<file path="src/rtl/tlc_pkg.sv">
// Shared types for the adaptive traffic light controller: light codes,
// state encoding and the state-to-lights decode.
package tlc_pkg;

    localparam logic [2:0] L_OFF    = 3'b000;
    localparam logic [2:0] L_RED    = 3'b001;
    localparam logic [2:0] L_YELLOW = 3'b010;
    localparam logic [2:0] L_GREEN  = 3'b100;

    typedef enum logic [2:0] {
        HW_G  = 3'd0,
        HW_Y  = 3'd1,
        AR1   = 3'd2,
        LR_G  = 3'd3,
        LR_Y  = 3'd4,
        AR2   = 3'd5,
        FLASH = 3'd6
    } state_e;

    typedef struct packed {
        logic [2:0] hw;
        logic [2:0] lr;
    } lights_t;

    // Unlisted codes fall back to all-red, the safe aspect.
    function automatic lights_t light_decode(input state_e s, input logic flash_phase);
        lights_t l;
        l.hw = L_RED;
        l.lr = L_RED;
        case (s)
            HW_G:  l.hw = L_GREEN;
            HW_Y:  l.hw = L_YELLOW;
            LR_G:  l.lr = L_GREEN;
            LR_Y:  l.lr = L_YELLOW;
            FLASH: begin
                if (flash_phase) begin
                    l.hw = L_OFF;
                    l.lr = L_OFF;
                end else begin
                    l.hw = L_YELLOW;
                end
            end
            default: ;
        endcase
        return l;
    endfunction

endpackage

</file>
<file path="src/rtl/tlc_dwell_cnt.sv">
// Dwell counter: clears on state change, wraps at wrap_at when enabled,
// otherwise saturates at all-ones.
module tlc_dwell_cnt #(
    parameter int CNT_W = 8
) (
    input  logic             clk,
    input  logic             rst,
    input  logic             clr,
    input  logic [CNT_W-1:0] wrap_at,
    input  logic             wrap_en,
    output logic [CNT_W-1:0] cyc
);

    logic [CNT_W-1:0] cyc_q;
    logic [CNT_W-1:0] cyc_d;

    always_comb begin
        cyc_d = cyc_q;
        if (clr) begin
            cyc_d = '0;
        end else if (wrap_en && (cyc_q == wrap_at)) begin
            cyc_d = '0;
        end else if (cyc_q != '1) begin
            cyc_d = cyc_q + 1'b1;
        end
    end

    always_ff @(posedge clk) begin
        if (rst) begin
            cyc_q <= '0;
        end else begin
            cyc_q <= cyc_d;
        end
    end

    assign cyc = cyc_q;

endmodule

</file>
<file path="src/rtl/tlc_adaptive_ctrl.sv">
// Two-road adaptive traffic light controller with actuated local-road green,
// latched pedestrian request and night flash mode. All outputs are registered.
module tlc_adaptive_ctrl
    import tlc_pkg::*;
#(
    parameter int CNT_W        = 8,
    parameter int HW_GREEN_MIN = 70,
    parameter int YELLOW       = 25,
    parameter int ALL_RED      = 1,
    parameter int LR_GREEN_MIN = 30,
    parameter int LR_GREEN_MAX = 90,
    parameter int FLASH_HALF   = 50
) (
    input  logic             clk,
    input  logic             rst,
    input  logic             lr_has_car,
    input  logic             ped_req,
    input  logic             flash_mode,
    output logic [2:0]       hw_light,
    output logic [2:0]       lr_light,
    output logic             ped_walk,
    output logic [2:0]       st,
    output logic [CNT_W-1:0] cyc
);

    localparam int CNT_MAX = (1 << CNT_W) - 1;

    if (HW_GREEN_MIN < 1 || HW_GREEN_MIN > CNT_MAX ||
        YELLOW       < 1 || YELLOW       > CNT_MAX ||
        ALL_RED      < 1 || ALL_RED      > CNT_MAX ||
        LR_GREEN_MIN < 1 || LR_GREEN_MIN > CNT_MAX ||
        LR_GREEN_MAX < LR_GREEN_MIN || LR_GREEN_MAX > CNT_MAX ||
        FLASH_HALF   < 1 || FLASH_HALF   > CNT_MAX) begin : g_param_check
        $error("tlc_adaptive_ctrl: timing parameter out of range for CNT_W");
    end

    // Last cycle index of each timed phase.
    localparam logic [CNT_W-1:0] HGM_LAST  = CNT_W'(HW_GREEN_MIN - 1);
    localparam logic [CNT_W-1:0] Y_LAST    = CNT_W'(YELLOW - 1);
    localparam logic [CNT_W-1:0] AR_LAST   = CNT_W'(ALL_RED - 1);
    localparam logic [CNT_W-1:0] LGMIN_LAST = CNT_W'(LR_GREEN_MIN - 1);
    localparam logic [CNT_W-1:0] LGMAX_LAST = CNT_W'(LR_GREEN_MAX - 1);
    localparam logic [CNT_W-1:0] FH_LAST   = CNT_W'(FLASH_HALF - 1);

    state_e           st_q, st_d;
    logic             ped_pending_q, ped_pending_d;
    logic             flash_phase_q, flash_phase_d;
    lights_t          lights_q, lights_d;
    logic             ped_walk_q, ped_walk_d;
    logic [CNT_W-1:0] cyc_w;
    logic             state_chg;

    tlc_dwell_cnt #(
        .CNT_W(CNT_W)
    ) u_dwell (
        .clk     (clk),
        .rst     (rst),
        .clr     (state_chg),
        .wrap_at (FH_LAST),
        .wrap_en (st_q == FLASH),
        .cyc     (cyc_w)
    );

    always_comb begin
        st_d = st_q;
        case (st_q)
            HW_G: begin
                if (flash_mode) begin
                    st_d = FLASH;
                end else if (cyc_w >= HGM_LAST && (lr_has_car || ped_pending_q)) begin
                    st_d = HW_Y;
                end
            end
            HW_Y:  if (cyc_w == Y_LAST)  st_d = AR1;
            AR1:   if (cyc_w == AR_LAST) st_d = LR_G;
            LR_G: begin
                if (cyc_w >= LGMIN_LAST && (!lr_has_car || cyc_w == LGMAX_LAST)) begin
                    st_d = LR_Y;
                end
            end
            LR_Y:  if (cyc_w == Y_LAST)  st_d = AR2;
            AR2:   if (cyc_w == AR_LAST) st_d = HW_G;
            FLASH: if (!flash_mode)      st_d = AR2;
            default: st_d = HW_G;
        endcase
    end

    assign state_chg = (st_d != st_q);

    always_comb begin
        ped_pending_d = ped_pending_q;
        if (ped_req && (st_q inside {HW_G, HW_Y, AR1, LR_Y, AR2})) begin
            ped_pending_d = 1'b1;
        end
        // Serving the request (or going dark for the night) drops it, even
        // if the button is pressed on that very cycle.
        if (state_chg && (st_d == LR_G || st_d == FLASH)) begin
            ped_pending_d = 1'b0;
        end

        flash_phase_d = flash_phase_q;
        if (st_d != FLASH) begin
            flash_phase_d = 1'b0;
        end else if (st_q == FLASH && cyc_w == FH_LAST) begin
            flash_phase_d = ~flash_phase_q;
        end

        lights_d   = light_decode(st_d, flash_phase_d);
        ped_walk_d = (st_d == LR_G);
    end

    always_ff @(posedge clk) begin
        if (rst) begin
            st_q          <= HW_G;
            ped_pending_q <= 1'b0;
            flash_phase_q <= 1'b0;
            lights_q      <= '{hw: L_GREEN, lr: L_RED};
            ped_walk_q    <= 1'b0;
        end else begin
            st_q          <= st_d;
            ped_pending_q <= ped_pending_d;
            flash_phase_q <= flash_phase_d;
            lights_q      <= lights_d;
            ped_walk_q    <= ped_walk_d;
        end
    end

    assign hw_light = lights_q.hw;
    assign lr_light = lights_q.lr;
    assign ped_walk = ped_walk_q;
    assign st       = st_q;
    assign cyc      = cyc_w;

endmodule

</file>
<file path="config.mk">
export PLATFORM = sky130hd
export DESIGN_NAME = tlc_adaptive_ctrl
export DESIGN_NICKNAME = d
export VERILOG_FILES = /design/src/rtl/tlc_pkg.sv /design/src/rtl/tlc_dwell_cnt.sv /design/src/rtl/tlc_adaptive_ctrl.sv
export SDC_FILE = /design/constraint.sdc
export NUM_CORES = 1
export LEC_CHECK = 0
export CAP_MARGIN = 5
export CORE_AREA = 2 2 59 61
export DETAILED_ROUTE_END_ITERATION = 16
export DIE_AREA = 0 0 61 63
export DONT_BUFFER_PORTS = 1
export GPL_TIMING_DRIVEN = 1
export PLACE_DENSITY_LB_ADDON = 0.05
export SLEW_MARGIN = 0
export SYNTH_ARGS = -nofsm -noshare
export SYNTH_HDL_FRONTEND = slang
export SYNTH_SLANG_ARGS = --single-unit
</file>
<file path="constraint.sdc">
create_clock -name clk -period 2.3 [get_ports clk]
set_input_delay 0.46 -clock clk [delete_from_list [all_inputs] [get_ports clk]]
set_output_delay 0.46 -clock clk [all_outputs]
set_load 0.005 [all_outputs]
</file>
==> results of run 1 <==
-- kinds of logic after synthesis --
family / count (synthesis)
buf+inv: 17
flops: 20
mux: 1
xor+xnor: 4
simple gates: 73
fa+ha+maj: 4
compound gates: 32
-- area by class of cell --
class	count	area, um^2
Inverter	7	26.3
Tap cell	46	57.6
Timing Repair Buffer	14	105
Clock buffer	3	22.5
Sequential cell	20	402
Multi-Input combinational cell	114	778
Clock inverter	1	30.0
Fill cell	345	1810
-- worst paths after layout --
kind | end | cells past startpoint | from | slack [ns]
min | hw_light[1] | 1 | rst | 0.21
max reg2reg | ped_pending_q | 7 | u_dwell.cyc[1] | 0.17
max | ped_pending_q | 7 | u_dwell.cyc[1] | 0.17
min reg2reg | u_dwell.cyc[1] | 2 | u_dwell.cyc[1] | 0.58
-- power by group through the flow --
stage	combinational (uW)	clock (uW)	sequential, uW
floorplan	301	0	440
global placement	411	0	451
detailed placement	408	0	450
CTS	411	296	442
global route	466	315	454
finish	416	287	443
-- stage by stage --
stage,cells,total power [uW],utilization [%],hold WS [ns],instance area [um^2]
after global routing,205,1240,44.0,0.175,1420
after global placement,201,862,41.8,0.535,1350
after CTS,205,1150,43.4,0.197,1400
after floorplan,151,741,-,0.493,1240
final,205,1150,44.0,0.206,1420
after detailed placement,201,858,41.8,0.534,1350
-- what timing repair did --
action | in CTS | in global routing
setup endpoints to repair | 0 | 6
buffers inserted | 0 | 0
resized for setup | 0 | 3
hold buffers | 0 | 0
-- registers in the layout, summed over array words and instances (netlist names) --
name           cells
flash_phase_q      1
u_dwell.cyc        8
hw_light           3
ped_pending_q      1
lr_light           3
st                 3
ped_walk           1
-- layout by cell type, fill, tap and decap left out, types with 6 or more instances in the layout --
cell type,count
nor2_1,21
dfxtp_1,19
buf_4,14
nand2_1,12
inv_1,7
nand3_1,7
nor3_1,7
a21oi_1,6
o21ai_0,6
-- metal layers --
metal | track usage, % | up-vias
li1 | - | 560
met1 | 20.9 | 516
met2 | 29.7 | 28
met3 | 5.38 | 6
met4 | 5.43 | 0
met5 | 0 | -
-- critical path, stage by stage, from the launching register on --
cell	delay, ns
dfxtp_2	0.39
inv_1	0.09
ha_1	0.22
and4_1	0.21
o311a_4	0.38
a311oi_4	0.38
nand2b_1	0.09
a311oi_1	0.27
-- synthesized netlist by cell type (all sizes together) (2+ instances only) --
cell / count / area, um^2
a311oi: 3 / 43.8
inv: 7 / 26.3
o21ai: 8 / 43.8
clkbuf: 4 / 15.0
a211oi: 2 / 15.0
nor3: 7 / 35.0
nor2: 21 / 78.8
nand2: 12 / 45.0
and3: 2 / 12.5
ha: 4 / 50.1
nor4: 3 / 31.3
a21oi: 6 / 30.0
nand2b: 4 / 25.0
o21bai: 2 / 15.0
nor2b: 3 / 18.8
dfxtp: 20 / 400
a31oi: 3 / 18.8
buf: 6 / 37.5
xnor2: 3 / 26.3
nand4: 4 / 25.0
nand4b: 2 / 23.8
nand3: 7 / 35.0
==> impl_metrics.tcl, run 1 <==
set metrics [dict create \
    p_leak_uw 0.000534 \
    finClkSkew_ns 0.00319 \
    clk_path_buf_depth 2 \
    root_buffer "clkbuf_4" \
    synth_edf_count 0 \
    synth_compound_area_share_pct 21.1 \
    fin_crit_ns 2.13 \
    maxSlewViolCount 0 \
    grt_max_degree 14 \
    clkSinkCount 20 \
    wl_met2_mm 1.60 \
    end_kind "flip-flop" \
    maxCapViolations 0 \
    ys_seq_elements 20 \
    cts_tree "done" \
    dr.pass1.iters 4 \
    rows 21 \
    required_ns 2.52 \
    routed_wirelength_mm 3.01 \
    synthAdderAreaFrac_pct 4.04 \
    relSlewSlack_pct 69.5 \
    finalSetupViolCount 0 \
    fmax_mhz 469 \
    die_w_um 61 \
    seq_area_frac_synth_pct 32.3 \
    clockPowerShare_pct 25.1 \
    fin_ws_ns 0.167 \
    yosys_warnings 0 \
    syn-cell-area_um2 1240 \
    dr.first_iter.drc_count 22 \
    powerDensity_nw_per_um2 806 \
    antenna_found_initial 0 \
    worst_setup_path_start_kind "flip-flop" \
    htreeDepth 1 \
    path_max_fanout 5 \
    syn-mean-instance-area_um2 8.21 \
    cts_made_buffers 3 \
    highest_layer "met4" \
    synth_xor_area_share_pct 2.83 \
    nets 169 \
    synth_top_family_by_area "simple AND/OR/NAND/NOR gates" \
    fp.dieH_um 63 \
    syn_inst 151 \
    hpwl_mm 2.36 \
    finalHoldViolations 0 \
    synth.distinct_cells 48 \
    power_frac_seq_pct 38.7 \
    finalWeightedCongestion 0.804 \
    synth_nets 160 \
    vias 1110 \
    peakVddDrop_uv 350 \
    syn2layout_area_growth_pct 14.6 \
    diodes 0 \
    async_reset_ff_share_pct 0 \
    grt-ovfl-total 0 \
    wl_per_cell_um 14.7 \
    path_clk_slew_ns 0.11 \
    finalCritPeriodShare_pct 92.7 \
    ant_nets 0 \
    synthMuxAreaShare_pct 0.807 \
    ys.flop_type "dfxtp_1" \
    pin_count 23 \
    crit_type "reg -> reg" \
    drc 0 \
    dpl_worst_slack_ns 0.0768 \
    wl_met3_um 134 \
    port_buffers 0 \
    clkLatencyLatePin_ns 0.30 \
    p_sw_share_pct 33.8 \
    grt.total_usage_pct 17.7 \
    drive_gt1_share_pct 19.5 \
    grt_pass1_vias 1082 \
    pwr-share-comb_pct 36.3 \
    met1_length_mm 1.22 \
    vias_per_cell 5.41 \
    grt_pass1_wl_mm 5.15 \
    hold_class "in -> reg" \
    rsz0062_at_grt "false" \
    die_area_um2 3840 \
    status "completed" \
    p_int_uw 758 \
    worstPathArrival_ns 2.35 \
    worstMarginPinSlew_ns 0.457 \
    p_switching_uw 387 \
    fin_setup_tns_ns 0 \
    synth-simple-area-share_pct 32.6 \
    initial_core_util_pct 38.4 \
    core-area_um2 3230 \
]
Note: power is estimated with default switching activity, not from simulation.
==> inputs of run 2 (changes only) <==
==> constraint.sdc (replaced) <==
create_clock -name clk -period 2.3 [get_ports clk]
set_input_delay 0.115 -clock clk [delete_from_list [all_inputs] [get_ports clk]]
set_output_delay 0.115 -clock clk [all_outputs]
set_load 0.005 [all_outputs]
==> run 2 against run 1 <==
Fmax barely moved. Via count rose by 0.54%. Critical path type unchanged. Design area rose by 0.70%. Critical path depth did not move.
==> impl_metrics.tcl, run 2 (same netlist as run 1, synthesis figures left out) <==
set metrics [dict create \
    relSlewSlack_pct 69.5 \
    grt-ovfl-total 0 \
    powerDensity_nw_per_um2 803 \
    ant_nets 0 \
    nets 170 \
    wl_per_cell_um 14.8 \
    vias_per_cell 5.42 \
    path_clk_slew_ns 0.11 \
    drc 0 \
    grt.total_usage_pct 17.9 \
    largest_register_ffs 8 \
    antenna_found_initial 0 \
    clkLatencyLatePin_ns 0.30 \
    syn2layout_area_growth_pct 15.4 \
    clkSinkCount 20 \
    worstPathArrival_ns 2.35 \
    die_w_um 61 \
    path_max_fanout 5 \
    port_buffers 0 \
    finClkSkew_ns 0.00312 \
    maxCapViolations 0 \
    required_ns 2.52 \
    layout_commonest_cell "nor2_1" \
    dr.first_iter.drc_count 22 \
    routed_wirelength_mm 3.05 \
    worst_setup_path_start_kind "flip-flop" \
    rsz0062_at_grt "false" \
    peakVddDrop_uv 350 \
    clk_path_buf_depth 2 \
    grt_max_degree 14 \
    die_area_um2 3840 \
    initial_core_util_pct 38.4 \
    p_leak_uw 0.000539 \
    worstMarginPinSlew_ns 0.457 \
    fp.dieH_um 63 \
    worst_r2r_path_depth 7 \
    vias 1116 \
    final_cell_mix "nor2_1 (21), dfxtp_1 (19), buf_4 (14), nand2_1 (12)" \
    crit_type "reg -> reg" \
    finalWeightedCongestion 0.804 \
    cts_made_buffers 3 \
    fmax_mhz 469 \
    rows 21 \
    finalSetupViolCount 0 \
    hold_ws_ns 0.0377 \
    pin_count 23 \
    diodes 0 \
    fin_crit_ns 2.13 \
    drive_gt1_share_pct 19.4 \
    status "completed" \
    fin_setup_tns_ns 0 \
    finalHoldViolations 0 \
    root_buffer "clkbuf_4" \
    end_kind "flip-flop" \
    hold_class "in -> reg" \
    grt_pass1_vias 1096 \
    grt_pass1_wl_mm 5.22 \
    htreeDepth 1 \
    maxSlewViolCount 0 \
    hold_path_depth 2 \
    finalCritPeriodShare_pct 92.7 \
    dr.pass1.iters 4 \
    cts_tree "done" \
    core-area_um2 3230 \
    hpwl_mm 2.36 \
]
-- run 2: cell count changes in the layout (fill, tap and decap cells not counted) --
| cell | previous run | this run |
|---|---|---|
| dlygate4sd3_1 | 0 | 1 |
-- run 2: report_power, final --
group          internal [uW]  leakage [uW]  switching, uW
registers                401      0.000164           42.1
clock network            176     0.0000279            111
logic                    182      0.000346            236
total                    759      0.000539            389
-- run 2: cell type report --
| cell class | count | area, um^2 |
|---|---|---|
| Multi-Input combinational cell | 114 | 778 |
| Inverter | 7 | 26.3 |
| Fill cell | 344 | 1800 |
| Clock buffer | 3 | 22.5 |
| Clock inverter | 1 | 30.0 |
| Sequential cell | 20 | 402 |
| Tap cell | 46 | 57.6 |
| Timing Repair Buffer | 15 | 115 |
-- run 2: worst max-delay path, stage by stage, from the launching register on --
cell and delay [ns]:
dfxtp_2 0.39, inv_1 0.09, ha_1 0.22, and4_1 0.21, o311a_4 0.38, a311oi_4 0.38
nand2b_1 0.09, a311oi_1 0.27
-- run 2: final timing paths --
check / from / endpoint / slack [ns]
min reg2reg: u_dwell.cyc[1] / u_dwell.cyc[1] / 0.58
max: u_dwell.cyc[1] / ped_pending_q / 0.17
min: rst / lr_light[1] / 0.04
max reg2reg: u_dwell.cyc[1] / ped_pending_q / 0.17
-- run 2: per-stage QoR --
stage	total power (uW)	instances	setup WS, ns	util [%]	cell area [um^2]
floorplan	741	151	0.315	-	1240
global placement	862	201	0.111	41.8	1350
detailed placement	858	201	0.0768	41.8	1350
CTS	1150	206	0.0510	43.7	1410
global route	1240	206	0.0224	44.3	1430
finish	1150	206	0.168	44.3	1430
-- run 2: timing repair --
| item | CTS | global route |
|---|---|---|
| setup buffers | 0 | 0 |
| endpoints found under the hold margin | 9 | 0 |
| gates resized for setup | 0 | 3 |
| hold buffers | 1 | 0 |
| endpoints found under the setup margin | 0 | 6 |
-- run 2: metal layers --
metal,global-route usage [%],vias to the layer above,wire length [um]
li1,-,562,-
met1,21.0,520,1230
met2,30.4,28,1630
met3,5.38,6,134
met4,5.43,0,55
met5,0,-,0
